==> config.mk <==
export PLATFORM = sky130hd
export DESIGN_NAME = param_priority_arbiter
export DESIGN_NICKNAME = d
export VERILOG_FILES = /design/src/rtl/param_priority_arbiter_pkg.sv /design/src/rtl/param_priority_arbiter_rr_pick.sv /design/src/rtl/param_priority_arbiter.sv
export SDC_FILE = /design/constraint.sdc
export NUM_CORES = 1
export LEC_CHECK = 0
export ABC_AREA = 1
export CORE_AREA = 8 8 45 47
export DETAILED_ROUTE_END_ITERATION = 16
export DIE_AREA = 0 0 53 55
export HOLD_SLACK_MARGIN = 0.06
export PLACE_DENSITY = 0.77
export SYNTH_ARGS = -nofsm -noshare
export SYNTH_HDL_FRONTEND = slang
export SYNTH_SLANG_ARGS = --single-unit
==> constraint.sdc <==
create_clock -name clk -period 2.8 [get_ports clk]
set_input_delay 0.42 -clock clk [delete_from_list [all_inputs] [get_ports clk]]
set_output_delay 0.42 -clock clk [all_outputs]
set_load 0.01 [all_outputs]
==> src/rtl/param_priority_arbiter_pkg.sv <==
// rtl/param_priority_arbiter_pkg.sv - shared state and mode encodings for the priority arbiter
package param_priority_arbiter_pkg;

    typedef enum logic {
        ST_IDLE  = 1'b0,
        ST_GRANT = 1'b1
    } state_e;

    localparam logic MODE_FIXED = 1'b0;
    localparam logic MODE_RR    = 1'b1;

endpackage

==> src/rtl/param_priority_arbiter_rr_pick.sv <==
// rtl/param_priority_arbiter_rr_pick.sv - combinational downward scan from a start index with wrap
module rr_pick #(
    parameter int N = 4
) (
    input  logic [N-1:0]         req_i,
    input  logic [$clog2(N)-1:0] start_i,
    output logic [$clog2(N)-1:0] winner_o,
    output logic                 valid_o
);

    localparam int IDX_W = $clog2(N);

    logic [2*N-1:0] dbl;
    logic [N-1:0]   rot;
    int             top_bit;
    int             w;

    // rot[t] = req[(start+1+t) mod N], so the highest set bit of rot is the first hit scanning down from start
    always_comb begin
        dbl     = {req_i, req_i};
        rot     = N'(dbl >> ({1'b0, start_i} + 1'b1));
        top_bit = 0;
        for (int t = 0; t < N; t++) begin
            if (rot[t]) begin
                top_bit = t;
            end
        end
        w = int'(start_i) + 1 + top_bit;
        if (w >= N) begin
            w = w - N;
        end
        winner_o = IDX_W'(w);
        valid_o  = |req_i;
    end

endmodule

==> src/rtl/param_priority_arbiter.sv <==
// rtl/param_priority_arbiter.sv - N-way fixed/round-robin arbiter with registered held grant
module param_priority_arbiter
    import param_priority_arbiter_pkg::*;
#(
    parameter int N = 4
) (
    input  logic                 clk,
    input  logic                 rst,
    input  logic                 mode,
    input  logic [N-1:0]         req,
    input  logic                 done,
    output logic [N-1:0]         gnt,
    output logic [$clog2(N)-1:0] gnt_idx,
    output logic                 gnt_valid
);

    localparam int IDX_W = $clog2(N);

    state_e           state_q;
    logic [N-1:0]     gnt_q;
    logic [IDX_W-1:0] idx_q;
    logic             valid_q;
    logic [IDX_W-1:0] ptr_q;

    logic [IDX_W-1:0] start;
    logic [IDX_W-1:0] pick_idx;
    logic             pick_valid;
    logic [IDX_W-1:0] ptr_d;
    logic [N-1:0]     gnt_d;
    logic             release_c;

    // Fixed priority is a round-robin scan that always starts at the top index
    always_comb begin
        start = IDX_W'(N - 1);
        unique case (mode)
            MODE_FIXED: start = IDX_W'(N - 1);
            MODE_RR:    start = ptr_q;
            default:    start = IDX_W'(N - 1);
        endcase
    end

    rr_pick #(
        .N (N)
    ) u_rr_pick (
        .req_i    (req),
        .start_i  (start),
        .winner_o (pick_idx),
        .valid_o  (pick_valid)
    );

    assign ptr_d     = (pick_idx == '0) ? IDX_W'(N - 1) : pick_idx - 1'b1;
    assign gnt_d     = {{(N-1){1'b0}}, 1'b1} << pick_idx;
    assign release_c = done | ~req[idx_q];

    always_ff @(posedge clk) begin
        if (rst) begin
            state_q <= ST_IDLE;
            gnt_q   <= '0;
            idx_q   <= '0;
            valid_q <= 1'b0;
            ptr_q   <= IDX_W'(N - 1);
        end else begin
            unique case (state_q)
                ST_IDLE: begin
                    if (pick_valid) begin
                        state_q <= ST_GRANT;
                        gnt_q   <= gnt_d;
                        idx_q   <= pick_idx;
                        valid_q <= 1'b1;
                        ptr_q   <= ptr_d;
                    end
                end
                ST_GRANT: begin
                    // No same-edge re-grant: releasing always passes through one idle cycle
                    if (release_c) begin
                        state_q <= ST_IDLE;
                        gnt_q   <= '0;
                        idx_q   <= '0;
                        valid_q <= 1'b0;
                    end
                end
                default: begin
                    state_q <= ST_IDLE;
                    gnt_q   <= '0;
                    idx_q   <= '0;
                    valid_q <= 1'b0;
                end
            endcase
        end
    end

    assign gnt       = gnt_q;
    assign gnt_idx   = idx_q;
    assign gnt_valid = valid_q;

endmodule

# Word level (Yosys, flattened, before mapping)
# Index checks and enable logic that the tools add are counted.
[word_totals]
ff_bits = 10
output_inout_bits = 7
wordCells = 44
[classes]
add_sub_neg = 5
n_lt_le_gt_ge = 2
eq_ne = 2
shifts = 2
muxes = 20
bitwise_logic = 4
n_reduce_logical = 4
[ops]
columns = ["cell", "count"]
rows = [
  ["$ge A32 B4 Y1 const B", 1],
  ["$mux W2", 6],
  ["$mux W4", 2],
  ["$pmux W2 S2", 2],
  ["$pmux W4 S2", 1],
  ["$shr A8 B3 Y4", 1],
  ["$add A2 B1 Y3 const B", 2],
  ["$mux W1", 6],
  ["$add A3 B2 Y4", 1],
  ["$pmux W1 S2", 2],
  ["$reduce_and A2 Y1", 2],
  ["$reduce_or A4 Y1", 1],
  ["$shl A1 B2 Y4 const A", 1],
  ["$sub A2 B1 Y2 const B", 2],
  ["$lt A2 B3 Y1 const B", 1],
  ["$not A1 Y1", 3],
  ["$bmux W1 S2", 1],
  ["$logic_not A2 Y1", 1],
  ["$ne A2 B1 Y1 const B", 1],
  ["$ne A2 B2 Y1 const B", 1],
  ["$or A1 B1 Y1", 1],
]

# Longest topological paths before layout
# Gate-level depths: netlist of the first run.
[depth]
ltp_word = 13
ltp_mapped = 14
ltp_nobuf = 14

# By module
# From an unflattened synthesis of the first run, not the netlist that was laid out.
[hier_totals]
hier_cells = 101
area_unflattened_um2 = 660.6
[by_module_without_submodules]
columns = ["module", "n_inst", "cells_each", "area_each_um2", "seq_area_each_um2"]
rows = [
  ["param_priority_arbiter", 1, 64, 485.5, 200.2],
  ["rr_pick", 1, 37, 175.2, 0.0],
]

# Worst setup path after synthesis of the first run
# Ideal clock, no wire load.
[synth_timing]
path_kind = "input port to flip-flop"
startpoint = "in mode"
endpoint = "reg gnt_q[3] (netlist: gnt[3])"
setup_ns = 0.068
t_arrival_ns = 1.704
slack_ns = 1.028
path_stages = 13
cell_sequence = "nand2_2 clkinv_1 nand3_2 nand2_4 nand3_1 nand2_1 ha_1 inv_1 xor2_2 inv_1 nand3_2 nand4_2 a21oi_2"
[synth_via]
elab_chain_cells = 13
elab_cells_between_ends = 15
[synth_rtl]
columns = ["element", "line_no", "source"]
rows = [
  ["start: declaration", "param_priority_arbiter.sv:9", "input logic mode,"],
  ["$not A1 Y1", "param_priority_arbiter.sv:35", "unique case (mode)"],
  ["$pmux W2 S2 *", "param_priority_arbiter.sv:35", ""],
  ["$add A2 B1 Y3", "param_priority_arbiter_rr_pick.sv:21, param_priority_arbiter_rr_pick.sv:28", ""],
  ["$shr A8 B3 Y4", "param_priority_arbiter_rr_pick.sv:21", "rot = N'(dbl >> ({1'b0, start_i} + 1'b1));"],
  ["$mux W1", "param_priority_arbiter_rr_pick.sv:24", "if (rot[t]) begin"],
  ["$mux W2 (2 in series)", "param_priority_arbiter_rr_pick.sv:24", ""],
  ["$add A3 B2 Y4 *", "param_priority_arbiter_rr_pick.sv:28", "w = int'(start_i) + 1 + top_bit;"],
  ["$ge A32 B4 Y1 / $sub A2 B1 Y2 (equally long branches)", "param_priority_arbiter_rr_pick.sv:29, param_priority_arbiter_rr_pick.sv:30", ""],
  ["$mux W2 *", "param_priority_arbiter_rr_pick.sv:29", "if (w >= N) begin"],
  ["$shl A1 B2 Y4 *", "param_priority_arbiter.sv:52", "assign gnt_d = {{(N-1){1'b0}}, 1'b1} << pick_idx;"],
  ["$mux W4 *", "param_priority_arbiter.sv:65", "if (pick_valid) begin"],
  ["$pmux W4 S2 *", "param_priority_arbiter.sv:63", "unique case (state_q)"],
  ["end signal: assignment", "param_priority_arbiter.sv:67", "gnt_q <= gnt_d;"],
  ["end: declaration", "param_priority_arbiter.sv:20", "logic [N-1:0] gnt_q;"],
]
# Every way passes the cells marked *; elsewhere a longest branch is shown, timed or not. The select of a mux whose other input is x is not followed.
# A chain may end at the register's enable or synchronous reset.

# Final worst setup path of the first run
# Ends and elaborated chain as after synthesis.

==> run summary, run 1 <==
The worst IR drop on VDD came out at 0.380 mV. Walking the worst path, the cells encountered are clkdlybuf4s50_1 > nand2_2 > clkinv_1 > nand3_2 > nand2_4 > nand3_1 > nand2_1 > ha_1 > inv_1 > xor2_2 > inv_1 > nand3_2 > nand4_2 > a21oi_2. The residual DRC count is 0. Summed over all nets, the switching power comes to 0.167 mW. The hold buffer count at CTS is 0. The internal portion of total power came out at 0.298 mW. The worst setup path is of the in2reg kind. The fraction of final layout cells with drive strength greater than 1 is 18.6%.

The switching share of power is 36.0%. Along the worst hold path, the cell count comes to 2. The path depth of the worst reg2reg path is 14. Power spread over the standard cell area amounts to 584 nW/um^2. After clock tree synthesis, the clock-pin slew on the worst setup and hold paths is 60 ps. The area of the mapped netlist came out at 618 um^2.

The number of clock sinks seen by CTS came out at 10. When the netlist entered floorplanning its net count stood at 95. The number of endpoints failing setup at the final stage came out at 0. The share of total power dissipated in sequential elements is 38.8%. The estimated wirelength of the detail-placed design is 1.05 mm. In this run the worst path has a maximum fanout of 5.

Setup repair after global routing left no endpoint under its margin. The number of gates resized after cts came out at 0. The sink of the worst hold path is gnt[1]. The later-pin clock latency in the skew report is 250 ps.

The area share of the largest cell type after synthesis is 32.4%. CTS built an H-tree with a depth of 1. The ratio of routed vias to standard cells came out at 5.17.

In this run, distinct cell masters in the synthesized netlist total 19. The ratio of final minimum period to clock period is 81.0%. The synthesized design spends more area on one cell type than any other, namely sky130_fd_sc_hd__dfxtp_1. The data arrival time of the critical path came out at 2450 ps. Relative to the synthesized area, the layout overhead comes to 28.9%. Entering global routing, the biggest net connects 11 pins. By area the synthesized netlist is led by sky130_fd_sc_hd__dfxtp_1, sky130_fd_sc_hd__nand2_1, sky130_fd_sc_hd__a21oi_1, sky130_fd_sc_hd__nand3_1, sky130_fd_sc_hd__inv_1.

The area of the die is 2920 um^2. The remaining global-route overflow came out at 0. Ranked by instance count, the synthesized netlist is headed by sky130_fd_sc_hd__nand2_1, sky130_fd_sc_hd__inv_1, sky130_fd_sc_hd__a21oi_1, sky130_fd_sc_hd__dfxtp_1, sky130_fd_sc_hd__nand3_1. The mean instance size in the synthesized netlist is 7.19 um^2. The count of warnings emitted by yosys is 0. The starting density of the core is 44.7%. The count of flip-flops with a built-in enable after synthesis is 0. The floorplan step set the die height to 55 um. In this run, the clock network consumes 19.9% of the power. The number of antenna violations at the first check in global routing came to 0. The number of global-route vias before repair is 568. The overall via count from detail_route came out at 610. The share of the core filled with cells in the final layout came out at 57.6%. Combinational logic burns 41.3% of the power.

The minimum period implied by the final worst setup slack came out at 2270 ps. In this run the critical register-to-register path is captured at gnt[3]. In the synthesized netlist the dominant register cell turns out to be sky130_fd_sc_hd__dfxtp_1. Across the run, the number of max-cap violations was 0. The cell count after synthesis is 86. The number of setup buffers added after CTS is 0. The run finished with clean final reports. The register bit total from synthesis is 10.

The static power due to leakage is 0.351 nW. For this run, asynchronously set or reset flops after synthesis account for 0%. In the global route stage, overall resource usage came out at 10.0%. The worst setup path is captured at a flip-flop. The final hold violation count came out at 0. The summed negative setup slack over all endpoints is 0 ps. The max-slew violation total from the final report is 0. The average wire per standard cell is 11.3 um. At the end of routability-driven placement, the weighted congestion stood at 0.852.

STA classifies the critical path startpoint as a primary input. The count of nets after finishing is 113. For this design, the slowest cell found on the critical path is sky130_fd_sc_hd__clkdlybuf4s50_1. The setup slack on the worst flop-to-flop path came out at 900 ps. The master cell of the clock root buffer is sky130_fd_sc_hd__clkbuf_4. The actual transition at the worst max-transition pin is 489 ps. The number of buffers inserted during clock tree synthesis came out at 3. The total I/O pin count came out at 15. The floorplan has 14 rows.

The initial DRC count came out at 8. The number of port buffers came out at 14. The die is 53 um wide. At the worst endpoint, the required time is 2990 ps. In this run the standard cell core region covers 1380 um^2. The largest stage delay on the critical path came out at 510 ps. The startpoint identified for the worst hold timing path is gnt[1].

TritonCTS built the clock tree. The path class of the lowest-slack min-delay path is reg2reg. The global-route wire length before repair is 2.30 mm. The deepest clock path buffer count came out at 2. The normalized max-slew margin came out at 67.2%. The startpoint of the worst-slack reg-to-reg timing path is ptr_q[1]. The repair_antennas step left the layout with diodes totalling 0. Before antenna repair, the detailed router went through 4 iterations. In the post-synthesis netlist, the cell with the most instances is sky130_fd_sc_hd__nand2_1. The post-route antenna net violation count came out at 0. The maximum operating frequency is 441 MHz. The maximum clock skew at final layout came out at 0.622 ps. The part of the Yosys area used for sequential elements is 32.4%. The total detailed-routing wirelength came out at 1.33 mm.
worst max-delay path, delay by kind of cell:
| kind | cells | cell delay, ps |
|---|---|---|
| adders and majority gates | 1 | 170 |
| xor gates and xnor gates | 1 | 200 |
| AOI/OAI and AO/OA | 1 | 130 |
| and+or+nand+nor | 7 | 720 |
| buffers and inverters | 4 | 820 |
worst max-delay path by stage:
stage	depth (start not counted)	end	slack [ps]	from
global placement	14	gnt[3]	360	mode
global route	14	gnt[3]	370	mode
CTS	14	gnt[3]	550	mode
floorplan	13	gnt[3]	1030	mode
detailed placement	14	gnt[3]	300	mode
finish	14	gnt[3]	530	mode
registers in the layout, indices dropped and copies added, names as in the netlist:
register / cells
gnt_valid: 1
ptr_q: 2
gnt: 4
gnt_idx: 2
state_q: 1
logic make-up after synthesis:
group / share of synthesized area (%)
xor gates and xnor gates: 2.63
adders and majority gates: 2.02
AOI/OAI and AO/OA: 14.2
DFF: 32.4
and+or+nand+nor: 40.3
buffers and inverters: 8.50
power groups by stage:
| stage | Combinational (mW) | Clock, mW | Sequential [mW] |
|---|---|---|---|
| floorplan | 0.124 | 0 | 0.188 |
| global placement | 0.190 | 0 | 0.182 |
| detailed placement | 0.193 | 0 | 0.183 |
| CTS | 0.194 | 0.0961 | 0.180 |
| global route | 0.214 | 0.101 | 0.184 |
| finish | 0.192 | 0.0926 | 0.180 |
stage by stage:
stage                     power [mW]  instances  hold slack [ps]  setup WS [ps]  area [um^2]
after floorplan                0.312         86              458           1030          618
after global placement         0.371        115              452            359          774
after detailed placement       0.376        115              457            299          774
after CTS                      0.470        118              467            546          797
after global routing           0.498        118              503            367          797
final                          0.465        118              463            533          797
placed cells by master (no fill, tap or decap), types with 2 or more instances in the layout:
cell / Yosys / layout
sky130_fd_sc_hd__a21oi_1: 10 / 10
sky130_fd_sc_hd__a21oi_2: 2 / 2
sky130_fd_sc_hd__inv_1: 11 / 11
sky130_fd_sc_hd__dfxtp_1: 10 / 10
sky130_fd_sc_hd__nand4_2: 2 / 2
sky130_fd_sc_hd__nand2_4: 2 / 2
sky130_fd_sc_hd__clkdlybuf4s50_1: 0 / 14
sky130_fd_sc_hd__nand3_2: 3 / 3
sky130_fd_sc_hd__nand3_1: 10 / 10
sky130_fd_sc_hd__clkbuf_4: 0 / 3
sky130_fd_sc_hd__nand2_1: 17 / 17
sky130_fd_sc_hd__nand4_1: 3 / 3
sky130_fd_sc_hd__nor2_1: 2 / 2
sky130_fd_sc_hd__nand2_2: 5 / 5
sky130_fd_sc_hd__o21ai_0: 3 / 3
area by class of cell:
class                           count  area [um^2]
Sequential cell                    10          200
Timing Repair Buffer               14          140
Clock buffer                        3         22.5
Inverter                           13         48.8
Multi-Input combinational cell     62          365
Fill cell                         133          587
Tap cell                           16         20.0
metal layers:
metal | track usage, % | up-vias | routed length, um
li1 | - | 319 | -
met1 | 12.3 | 272 | 659
met2 | 16.0 | 15 | 571
met3 | 2.41 | 4 | 72
met4 | 5.17 | 0 | 24
met5 | 0 | - | 0
No activity file was read; power rests on OpenSTA's default activity.
==> inputs of run 2 (changes only) <==
- CORE_AREA: 8 8 45 47 -> default
- CORE_MARGIN: default -> 8
- CORE_UTILIZATION: default -> 46
- DIE_AREA: 0 0 53 55 -> default
- PLACE_DENSITY: 0.77 -> 0.76
- clock period: 2.8 -> 2.2 ns (I/O delays scaled with it)
==> run summary, run 2 (synthesized netlist as in run 1, its figures left out) <==
The number of clock sinks seen by CTS is 10 (unchanged). The area of the core region was 1280 um^2 (was 1380 um^2). The detailed-routing iteration count for the pre-antenna-repair pass came to 4 (unchanged).

The post-place setup slack was -125 ps (was 299 ps). The estimated wirelength of the detail-placed design came to 1.11 mm (was 1.05 mm). The number of buffers inserted during clock tree synthesis came to 3 (unchanged).

The clock tree from TritonCTS is built (unchanged). The fraction of final layout cells with drive strength greater than 1 is 24.5% (was 18.6%). The largest net degree at the start of global routing is 11 (unchanged). The sink of the worst hold path was gnt[2] (was gnt[1]). The number of port buffers was 14 (unchanged). The clock edge transition at the registers on the reported setup and hold paths came to 60 ps (about the same). The power share of the sequential group came out at 34.0% (was 38.8%).

The floorplan row count is 13 (was 14). The area growth from synthesis to layout is 39.9% (was 28.9%). The nature of the critical path endpoint is a flip-flop (unchanged).

RSZ-0062 raised after global routing: no (unchanged). The number of buffer and inverter stages on the critical path is 3 (was 4). The starting density of the core came out at 48.1% (was 44.7%). The ratio of routed vias to standard cells was 5.12 (was 5.17).

The commonest non-fill, non-tap cell in the layout is sky130_fd_sc_hd__nand2_1 (unchanged). The deepest clock path buffer count is 2 (unchanged). The post-route non-filler standard cell count came to 125 (was 118). The summed negative setup slack over all endpoints is 0 ps (unchanged). The type of the worst setup path is in2reg (unchanged). Critical-path cell list: clkdlybuf4s50_1 > nand3_1 > nand3_2 > nand2_4 > nand3_1 > nand2_1 > ha_1 > inv_1 > xor2_2 > inv_1 > nand3_2 > nand4_2 > a21oi_2 (was clkdlybuf4s50_1 > nand2_2 > clkinv_1 > nand3_2 > nand2_4 > nand3_1 > nand2_1 > ha_1 > inv_1 > xor2_2 > inv_1 > nand3_2 > nand4_2 > a21oi_2). The setup slack on the worst flop-to-flop path came out at 370 ps (was 900 ps). The source of the worst hold timing path was gnt[2] (was gnt[1]). The data arrival time of the critical path is 2150 ps (was 2450 ps).

The net switching power is 0.233 mW (was 0.167 mW). The path depth of the worst reg2reg path is 14 (unchanged). The minimum setup slack in the final design came out at 250 ps (was 533 ps). The hold path depth is 2 (unchanged). The maximum clock skew at final layout came to 9.22 ps (was 0.622 ps). The combinational share of power came out at 40.9% (was 41.3%). The largest stage delay on the critical path was 510 ps (about the same).

The power per standard cell area came to 775 nW/um^2 (was 584 nW/um^2). The total I/O pin count came out at 15 (unchanged). The highest net fanout along the worst path came out at 3 (was 5). The worst IR drop on VDD came out at 0.413 mV (was 0.380 mV). The design area is 865 um^2 (was 797 um^2). The count of nets after finishing is 120 (was 113). The static power due to leakage came out at 0.400 nW (was 0.351 nW). The width of the die is 52.7 um (was 53 um). The number of flip-flops in the largest register was 4 (unchanged). The average wire per standard cell came out at 11.8 um (was 11.3 um). The internal portion of total power is 0.437 mW (was 0.298 mW). The clock period could shrink to 1950 ps. The vertical extent of the die came out at 52.7 um (was 55 um). The post-route antenna net violation count came out at 0 (unchanged). The global-route wire length before repair is 2.47 mm (was 2.30 mm). The switching share of power came to 34.8% (was 36.0%).

The actual transition at the worst max-transition pin came out at 516 ps (was 489 ps). The tightest hold margin came out at 462 ps (was 463 ps). The kind of start point of the critical path was a primary input (unchanged).

The initial DRC count is 23 (was 8). The max-capacitance violation count came out at 0 (unchanged). The total inserted antenna cells came out at 0 (unchanged).

The path class of the lowest-slack min-delay path is reg2reg (unchanged). The overall via count from detail_route is 640 (was 610). The number of endpoints failing setup at the final stage was 0 (unchanged). The remaining global-route overflow is 0 (unchanged). The final estimated routing congestion in global placement came to 0.796 (was 0.852).

The count of H-tree levels built during CTS is 1 (unchanged). The later-pin clock latency in the skew report is 270 ps (was 250 ps). The cell at the slowest stage of the critical path is sky130_fd_sc_hd__clkdlybuf4s50_1 (unchanged). The number of cells after detailed placement came out at 121 (was 115). The ratio of final minimum period to clock period came out at 88.6%. The number of antenna violations at the first check in global routing was 0 (unchanged). The total detailed-routing wirelength was 1.48 mm (was 1.33 mm). The maximum operating frequency is 513 MHz. The residual DRC count was 0 (unchanged).

The portion of total power attributed to the clock network is 25.1% (was 19.9%). The worst flop-to-flop path endpoint is gnt[3] (unchanged). Result of the run: completed (unchanged). The endpoint required time on the critical path came out at 2400 ps (was 2990 ps). The number of buffers added for setup after CTS is 0 (unchanged). The number of global-route vias before repair is 622 (was 568).

The normalized max-slew margin is 65.4% (was 67.2%). The master cell of the clock root buffer is sky130_fd_sc_hd__clkbuf_4 (unchanged). The cell family contributing the most delay on the critical path is buffers and inverters (unchanged). The area after detailed placement came out at 826 um^2 (was 774 um^2). The max-slew violation total from the final report came out at 0 (unchanged).

Commonest non-fill, non-tap cells in the layout: sky130_fd_sc_hd__nand2_1, sky130_fd_sc_hd__clkdlybuf4s50_1, sky130_fd_sc_hd__inv_1 (unchanged). The final hold violation count is 0 (unchanged). The aggregate global-route resource usage came to 11.5% (was 10.0%). The startpoint of the worst-slack reg-to-reg timing path is ptr_q[0] (was ptr_q[1]). The area of the die was 2770 um^2 (was 2920 um^2).
run 2: power groups by stage:
stage	logic [mW]	registers, mW	clock network (mW)
after floorplan	0.158	0.239	0
after global placement	0.266	0.231	0
after detailed placement	0.273	0.232	0
after CTS	0.277	0.228	0.166
after global routing	0.306	0.232	0.174
final	0.274	0.228	0.168
run 2: worst max path at each step:
| stage | to | startpoint | slack [ps] | cells after the start |
|---|---|---|---|---|
| final | gnt[3] | req[2] | 250 | 13 |
| after detailed placement | gnt[3] | mode | -120 | 14 |
| after floorplan | gnt[3] | ptr_q[1] | 500 | 14 |
| after CTS | gnt[3] | mode | 110 | 14 |
| after global placement | gnt[3] | mode | -90 | 14 |
| after global routing | gnt[3] | req[2] | 60 | 13 |
run 2: per-stage QoR:
step	total power, mW	utilization, %
after floorplan	0.397	-
after global placement	0.497	64.3
after detailed placement	0.505	64.3
after CTS	0.672	67.1
after global routing	0.712	67.3
final	0.670	67.3
run 2: timing repair:
action | CTS | global route
endpoints found under the setup margin | 0 | 6
gates resized for setup | 0 | 1
hold buffers | 0 | 0
run 2: final cells by class:
type / instances / area [um^2]
Inverter: 13 / 48.8
Tap cell: 15 / 18.8
Sequential cell: 10 / 200
Fill cell: 126 / 420
Timing Repair Buffer: 21 / 195
Clock buffer: 4 / 36.3
Multi-Input combinational cell: 62 / 365
run 2: worst reg2reg max path: stages, from the launching register on:
cell,delay [ps]
sky130_fd_sc_hd__dfxtp_1,350
sky130_fd_sc_hd__inv_2,70
sky130_fd_sc_hd__nand2_2,90
sky130_fd_sc_hd__nand2_1,90
sky130_fd_sc_hd__nand3_2,90
sky130_fd_sc_hd__nand2_4,50
sky130_fd_sc_hd__nand3_1,60
sky130_fd_sc_hd__nand2_1,60
sky130_fd_sc_hd__ha_1,170
sky130_fd_sc_hd__inv_1,90
sky130_fd_sc_hd__xor2_2,180
sky130_fd_sc_hd__inv_1,100
sky130_fd_sc_hd__nand3_2,110
sky130_fd_sc_hd__nand4_2,130
sky130_fd_sc_hd__a21oi_2,130
run 2: per-layer routing:
metal	vias up	wire length [um]	GRT usage (%)
li1	334	-	-
met1	286	703	12.7
met2	15	676	20.0
met3	5	70	2.84
met4	0	25	5.17
met5	-	0	0
==> patch (settings of run 1) <==
Add an input register stage for `mode`, with the module's reset; this delays it by one clock. The other inputs are not delayed to match.
--- a/src/rtl/param_priority_arbiter.sv
+++ b/src/rtl/param_priority_arbiter.sv
@@ -18,2 +18,12 @@
 
+    logic mode_q;
+
+    always_ff @(posedge clk) begin
+        if (rst) begin
+            mode_q <= '0;
+        end else begin
+            mode_q <= mode;
+        end
+    end
+
     state_e           state_q;
@@ -34,3 +44,3 @@
         start = IDX_W'(N - 1);
-        unique case (mode)
+        unique case (mode_q)
             MODE_FIXED: start = IDX_W'(N - 1);
Function: changed (Yosys sat finds a counterexample within 4 cycles, from zero or initial values and one cycle with rst high).
==> patch against run 1 <==
- sequential share of layout area is 1.0 points higher
- clock skew barely moved
- highest routed layer unchanged
- largest cell class unchanged
- critical path type unchanged
- power fell by 9.0%
- die area stayed put
- design area increased by 5.7%
- sequential cell count grew 1
- area after synthesis grew 6.7%
- wire length rose by 0.83%
- critical endpoint is now gnt[2]
- combinational power fell by 31%
- setup slack improved by 0.13 ns
- clock power rose by 13%
==> patch: results <==
set metrics [dict create \
    skew_ns 0.000400 \
    hpwlAfterDp_mm 1.07 \
    multi_input_gates 64 \
    nClkBuffers 4 \
    cp_max_fo 4 \
    clkCellAreaFrac 0.0312 \
    track_usage 0.101 \
    grt_pass1_vias 576 \
    grt_max_degree 12 \
    p_total_uw 423 \
    arrival_ns 2.33 \
    wirelength_mm 1.34 \
    dpl_cell_area_um2 816 \
    worst_ir_drop_vdd_mv 0.392 \
    synth_xor_area_frac 0.0247 \
    dr_wl_met2_um 619 \
    netlist_top_cells_area "dfxtp_1 (33%), nand2_1 (9.1%), nand3_1 (8.3%), nand3_2 (7.6%), a21oi_1 (6.1%)" \
    drt-met1-wl_um 639 \
    synthAdderAreaFrac 0.0190 \
    seq-cell-share 0.262 \
    outcome "complete, no violations" \
    leakagePower_nw 0.373 \
    syn_avg_cell_area_um2 7.41 \
    gp_congestion 0.893 \
    multi_input_area_share 0.459 \
    synth-compound-area-share 0.140 \
    buffer_area_frac 0.166 \
    synth_common_cells "nand2_1 (16), dfxtp_1 (11), nand3_1 (11)" \
    post-place-ws_ns 0.395 \
    crit_path_max_incr_delay_ns 0.53 \
    io_buffers 14 \
    final_util 0.608 \
]
==> patch: cell types whose count changed after synthesis, moves of 2 or more <==
| cell | run 1 | this run |
|---|---|---|
| nor2_1 | 2 | 6 |
| a21oi_1 | 10 | 8 |
| nand3_2 | 3 | 5 |
| nand4_1 | 3 | 1 |
==> patch: power breakdown <==
group          total (mW)  internal (mW)  switching, mW  leakage, nW
Sequential          0.185          0.173         0.0117       0.0911
Combinational       0.133         0.0596         0.0736        0.267
Clock               0.105         0.0550         0.0501       0.0150
==> patch: worst paths after layout <==
check          from  cells past startpoint  slack, ns      to
max          req[2]                     13       0.66  gnt[2]
min          gnt[1]                      2       0.46  gnt[1]
max reg2reg  mode_q                     13       0.88  gnt[2]
min reg2reg  gnt[1]                      2       0.46  gnt[1]
==> patch: per-layer routing <==
layer | vias to the layer above | global-route usage
li1 | 323 | -
met1 | 280 | 0.124
met2 | 18 | 0.164
met3 | 2 | 0.0214
met4 | 0 | 0.0517
met5 | - | 0
